[src/rtl/for_loop_sweep_ctrl.sv]
// Exhaustive input sweep: drives every dut_in value, waits SETTLE cycles, captures dut_out, folds it into a signature.
// Costs SETTLE+1 cycles per vector; no backpressure, and abort or rst returns the block to IDLE on the next edge.
module for_loop_sweep_ctrl #(
  parameter int WIDTH  = 4,
  parameter int SETTLE = 2
) (
  input  logic             clk,
  input  logic             rst,
  input  logic             start,
  input  logic             abort,
  output logic [WIDTH-1:0] dut_in,
  input  logic [WIDTH-1:0] dut_out,
  output logic             busy,
  output logic             cap_valid,
  output logic [WIDTH-1:0] cap_idx,
  output logic [WIDTH-1:0] cap_data,
  output logic             done,
  output logic [WIDTH-1:0] signature
);

  typedef enum logic [1:0] {
    S_IDLE,
    S_SETTLE,
    S_CAPTURE,
    S_DONE
  } state_t;

  localparam logic [7:0]       SETTLE_LD = 8'(SETTLE - 1);
  localparam logic [WIDTH-1:0] ALL_ONES  = '1;

  state_t           state, state_nx;
  logic [7:0]       cnt, cnt_nx;
  logic [WIDTH-1:0] dut_in_nx, sig_nx;

  always_ff @(posedge clk) begin
    if (rst) begin
      state     <= S_IDLE;
      cnt       <= '0;
      dut_in    <= '0;
      signature <= '0;
    end else begin
      state     <= state_nx;
      cnt       <= cnt_nx;
      dut_in    <= dut_in_nx;
      signature <= sig_nx;
    end
  end

  always_comb begin
    state_nx  = state;
    cnt_nx    = cnt;
    dut_in_nx = dut_in;
    sig_nx    = signature;
    // abort wins over every in-sweep transition, including the capture fold
    if (abort && state != S_IDLE) begin
      state_nx  = S_IDLE;
      cnt_nx    = '0;
      dut_in_nx = '0;
    end else begin
      case (state)
        S_IDLE: begin
          if (start && !abort) begin
            state_nx  = S_SETTLE;
            cnt_nx    = SETTLE_LD;
            dut_in_nx = '0;
            sig_nx    = '0;
          end
        end
        S_SETTLE: begin
          if (cnt != 8'd0) cnt_nx = cnt - 8'd1;
          else             state_nx = S_CAPTURE;
        end
        S_CAPTURE: begin
          sig_nx = {signature[WIDTH-2:0], signature[WIDTH-1]} ^ dut_out;
          if (dut_in == ALL_ONES) begin
            state_nx = S_DONE;
          end else begin
            state_nx  = S_SETTLE;
            cnt_nx    = SETTLE_LD;
            dut_in_nx = dut_in + 1'b1;
          end
        end
        S_DONE:  state_nx = S_IDLE;
        default: state_nx = S_IDLE;
      endcase
    end
  end

  assign busy      = (state == S_SETTLE) || (state == S_CAPTURE);
  assign cap_valid = (state == S_CAPTURE);
  assign cap_idx   = cap_valid ? dut_in  : '0;
  assign cap_data  = cap_valid ? dut_out : '0;
  assign done      = (state == S_DONE);

endmodule
[config.mk]
export PLATFORM = sky130hd
export DESIGN_NAME = for_loop_sweep_ctrl
export DESIGN_NICKNAME = d
export VERILOG_FILES = /design/src/rtl/for_loop_sweep_ctrl.sv
export SDC_FILE = /design/constraint.sdc
export NUM_CORES = 1
export LEC_CHECK = 0
export ABC_AREA = 1
export CORE_MARGIN = 10
export CORE_UTILIZATION = 51
export CTS_BUF_LIST = sky130_fd_sc_hd__clkbuf_4
export CTS_CLUSTER_SIZE = 25
export DETAILED_ROUTE_END_ITERATION = 8
export PLACE_DENSITY = 0.87
export SYNTH_ARGS = -nofsm -noshare
export SYNTH_HDL_FRONTEND = slang
export SYNTH_SLANG_ARGS = --single-unit
[constraint.sdc]
create_clock -name clk -period 1.9 [get_ports clk]
set_input_delay 0.475 -clock clk [delete_from_list [all_inputs] [get_ports clk]]
set_output_delay 0.475 -clock clk [all_outputs]
set_load 0.005 [all_outputs]
Yosys cells after proc, flatten, opt, wreduce, memory -nomap -nowiden

Cells that the tools add are included.

Register bits after elaboration: 18

Reductions and logical operators: 14
Equal/unequal tests: 8
Bitwise logic cells: 2
Add/subtract/negate cells: 2
Mux-type cells: 14

Operators by type and width:

| kind                                                                   | count |
|---|---|
| 8-bit two-way mux                                                      | 3 |
| 8-bit one-hot mux with 3 select lines                                  | 1 |
| 4-bit two-way mux                                                      | 4 |
| 4-bit one-hot mux with 2 select lines                                  | 2 |
| 2-bit inequality test (second input constant)                          | 4 |
| 2-bit one-hot mux with 4 select lines                                  | 1 |
| 8-bit nonzero test                                                     | 1 |
| 8-bit by 1-bit subtractor with 8-bit output (second input constant)    | 1 |
| 2-bit two-way mux                                                      | 3 |
| 3-bit AND reduction                                                    | 2 |
| 4-bit by 1-bit adder with 4-bit output (second input constant)         | 1 |
| 2-bit equality test (second input constant)                            | 2 |
| 4-bit equality test (second input constant)                            | 1 |
| 4-bit AND reduction                                                    | 1 |
| 2-bit nonzero test                                                     | 2 |
| 4-bit bitwise XOR                                                      | 1 |
| 3-bit nonzero test                                                     | 1 |
| 2-bit by 1-bit equality test with 1-bit output (second input constant) | 1 |
| 1-bit logical AND                                                      | 2 |
| 2-bit logical NOT                                                      | 1 |
| 2-bit AND reduction                                                    | 1 |
| 2-bit OR reduction                                                     | 1 |
| 1-bit logical NOT                                                      | 1 |
| 1-bit logical OR                                                       | 1 |
| 1-bit inverter                                                         | 1 |

Logic depth before layout (Yosys ltp)

Depth in word-level cells: 4
Gate-level depth with buffers: 10
Mapped depth without buffers: 10

Least setup slack after synthesis

No wires, ideal clock.

Path type: register to register
From: register state[0]
To: register dut_in[2]
Arrival: 1.338 ns
Cell stages (with the launch flop): 11
Clock period less this slack: 1.453 ns
Data required time: 1.785 ns
Slack: 0.447 ns
Cells stage by stage: dfxtp_1 -> inv_1 -> ha_1 -> nand2_2 -> nor2_2 -> nor2_4 -> nand2_2 -> o21ai_1 -> inv_2 -> nand2_1 -> nor2_1

Cells in the longest elaborated chain, start to end: 3
Elaborated cells on any way between the ends: 10
Those cells by class: 3 x eq/ne; 1 x mux; 6 x reduce/logical

RTL lines:

| item                                                                         | RTL line | RTL |
|---|---|---|
| start, declared                                                              | 31       | `state_t state, state_nx;` |
| start signal, assigned                                                       | 42       | `state <= state_nx;` |
| 2-bit equality test *                                                        | n/a      |  |
| named net cap_valid                                                          | 14       | `output logic cap_valid,` |
| 2-bit inequality test (no source line) or 2-bit nonzero test (tied branches) | n/a      |  |
| 3-bit AND reduction (no source line)                                         | n/a      |  |
| end signal, assigned                                                         | 44       | `dut_in <= dut_in_nx;` |
| end, declared                                                                | 11       | `output logic [WIDTH-1:0] dut_in,` |

Mark *: on every way through the listed nets, which the timed path passes. The rest lies on a longest branch.
A chain may end at the register's enable or synchronous reset.

Final worst setup path

From: register state[0]
To: output cap_idx[2]

Cells in the longest elaborated chain, start to end: 2

RTL lines:

| item                | RTL line | RTL |
|---|---|---|
| 2-bit equality test | 90       | `assign cap_valid = (state == S_CAPTURE);` |
| 4-bit two-way mux   | 91       | `assign cap_idx = cap_valid ? dut_in : '0;` |
| end, declared       | 15       | `output logic [WIDTH-1:0] cap_idx,` |

No other way between the ends.

==> metrics <==
combinational power share 62.2%; Clock Pin Slew Worst Setup and Hold Paths 0.10 ns; Hold Path Cell Cnt 2; Initial Util 53.5%; Gate Count Post-Synth 184; number of global-route vias before repair 1235; DP HPWL 2470 µm; Worst R2R Path Depth 9; Post-DRT Antenna Nets 0; CP Data Required Time 1.42 ns; antenna cells 0; worst slew pin tran 0.350 ns; Net Sw Frac 46.7%; CP Max Fanout 6; GP Congestion 0.849; Highest Clock Rate 551 MHz; Post-Place Cells 248; RSZ-0062 raised after global routing false; Final Cycle Share 95.5%; syn_area_per_cell 6.36 µm²; die width 67.9 µm; gr ovfl total 0; CP Class reg -> out; Final Non-Filler Cells 255; compound-cell area share of the yosys netlist 15.1%; Vias 1281; sequential area share after synthesis 30.8%; count of input and output buffers 26; number of synthesized register bits 18; Final Hold Vio Count 0; # fillers 182; CP delay by family, top buffers and inverters; H-Tree Depth 1; Worst-Skew Late Latency 0.29 ns; synthesized cell area 1170 µm²; HP Start signature[0]$_SDFFE_PP0P_; drt first-iter violations 64; max-cap violations 0; Pre-antenna DRT Iters 8; Critical Path Sink Type output pin; CTS sink count 18; Layout area overhead 37.9%; Core ar. 2190 µm²; post-synthesis adder-cell area fraction 7.48%; Synth area leaders dfxtp_1 31%, nand2_1 13%, nor2_1 9.0%, inv_1 8.7%, a21oi_1 8.5%; minimum clock period 1.81 ns; syn_nets 199; footprint of the multi-input gates 702 µm²; worst hold path class reg -> reg; mux cell area share after synthesis 0%; leakage power 0.833 nW; pin count of the biggest net entering global routing 11; CP max-delay cell dfxtp_2; leading area contributor after synthesis dfxtp_1; pwr/cell area 1170 nW/µm²; DRC viols 0; number of CTS-inserted buffers 3; # IOs 27; crit path cell chain inv_2, ha_4, buf_12, nand2_2, inv_1, dlygate4sd2_1; setup TNS 0 ns; Reg power frac 27.3%; status finished, final reports clean; simple-gate share of the synthesized area 34.1%; Routed WL per cell 12.4 µm; Psw 0.000886 W; post-route cell area 1620 µm²; layout cells sized above 1 15.4%; Seq. cell area 363 µm²; count of final max-slew check failures 0; number of synthesized flops with an enable pin 0; Die Y 67.9 µm; count leader, synth nand2_1; total placed instance area 1550 µm²; # setup viols final 0; antenna violations before repair 0; worst r2r src state[1]$_SDFFE_PP0P_; die area 4610 µm²; Crit path largest cell delay 0.35 ns; Avg Vias per Cell 5.02; maximum vdd drop 0.000725 V; Synth top cells by count 42 x nand2_1, 28 x nor2_1, 27 x inv_1; Yosys top cell area share 30.8%; Clock power frac 10.5%; Routed WL 3150 µm; first-pass GRT wire length 5590 µm; ys flop type dfxtp_1; Fin Clk Skew 0.00356 ns; CTS tree built; Rows 17; global router's overall resource usage 15.0%; Tot Pwr 0.00190 W; Root Driver clkbuf_4; largest family of logic cells by synthesized area simple AND/OR/NAND/NOR gates; Crit. Startpoint state[0]$_SDFFE_PP0P_; Yosys cell types 22; Critical Path AT 1.34 ns; CP Buf/Inv Count 4; Post-Synth XOR/XNOR Area 2.24%; Pint 0.00101 W; startpoint class of the critical path register; nets 243; Hold-fix buffers, CTS 0; Max-slew headroom 76.6%; Post-synth ARST share 0%; Synth warnings 0; Longest Clk Path Bufs 2; Worst path depth 6
## stage by stage
step | hold slack (ns) | utilization, % | worst slack (ns)
2_1_floorplan | 0.477 | - | 0.447
3_3_place_gp | 0.485 | 70.6 | -0.143
3_5_place_dp | 0.496 | 70.6 | -0.174
4_1_cts | 0.515 | 73.7 | 0.0496
5_1_grt | 0.547 | 73.7 | 0.00981
6_report | 0.513 | 73.7 | 0.0850
## sequential cells by signal (all words and copies together), names as in the netlist
register,flops
state,2
dut_in,4
signature,4
cnt,8
## worst paths after layout
check        slack [ns]                         to
max                0.09                 cap_idx[2]
min                0.51  signature[0]$_SDFFE_PP0P_
max reg2reg        0.25  signature[3]$_SDFFE_PP0P_
min reg2reg        0.51  signature[0]$_SDFFE_PP0P_
## what timing repair did
action	CTS	global route
gates resized for setup	18	1
buffers inserted	3	0
hold endpoints to repair	0	0
endpoints found under the setup margin	10	1
pin swaps	1	0
## layout by cell type, fill, tap and decap left out
master	instances
a21oi_1	20
a21oi_2	1
buf_12	1
buf_4	13
buf_6	1
clkbuf_4	3
clkdlybuf4s15_1	1
clkdlybuf4s50_1	15
clkinv_1	1
dfxtp_1	16
dfxtp_2	2
dlygate4sd2_1	10
ha_1	6
ha_4	1
inv_1	26
inv_2	4
nand2_1	42
nand2_2	2
nand3_1	7
nand3_2	1
nand3_4	1
nand4_1	4
nor2_1	28
nor2_2	4
nor2_4	1
o211ai_1	1
o21ai_0	9
o21ai_1	3
xnor2_1	1
xor2_1	2
## layout make-up
class	count	share of cell area (%)
clock inverter	1	0.232
inverter	30	6.97
sequential	18	22.5
clock buffer	3	1.39
tap	28	2.17
multi-input combinational	134	43.5
timing repair buffer	41	23.3
## worst reg2reg max path, delay by kind of cell (launching register included)
family                     cells  cell delay, ns
DFF                            1            0.37
adders and majority gates      1            0.21
AOI/OAI and AO/OA              1            0.09
buffers and inverters          4            0.42
and+or+nand+nor                3            0.48
## logic make-up after synthesis
kind of cell | after synthesis
adders and majority gates | 7
xor gates and xnor gates | 3
buffers and inverters | 32
DFF | 18
AOI/OAI and AO/OA | 34
and+or+nand+nor | 90
## power groups by stage
stage / clock network [W] / logic (W) / registers [W]
4_1_cts: 0.000203 / 0.00117 / 0.000517
3_3_place_gp: 0 / 0.00109 / 0.000517
3_5_place_dp: 0 / 0.00115 / 0.000520
6_report: 0.000198 / 0.00118 / 0.000518
5_1_grt: 0.000223 / 0.00134 / 0.000531
2_1_floorplan: 0 / 0.000789 / 0.000515
## layer usage
metal / track usage, % / wire length (µm) / vias up
met3: 4.89 / 238 / 8
met5: 0 / 0 / -
li1: - / - / 670
met1: 17.7 / 1370 / 566
met2: 25.2 / 1490 / 37
met4: 4.52 / 57 / 0
(Power assumes the default switching activity.)
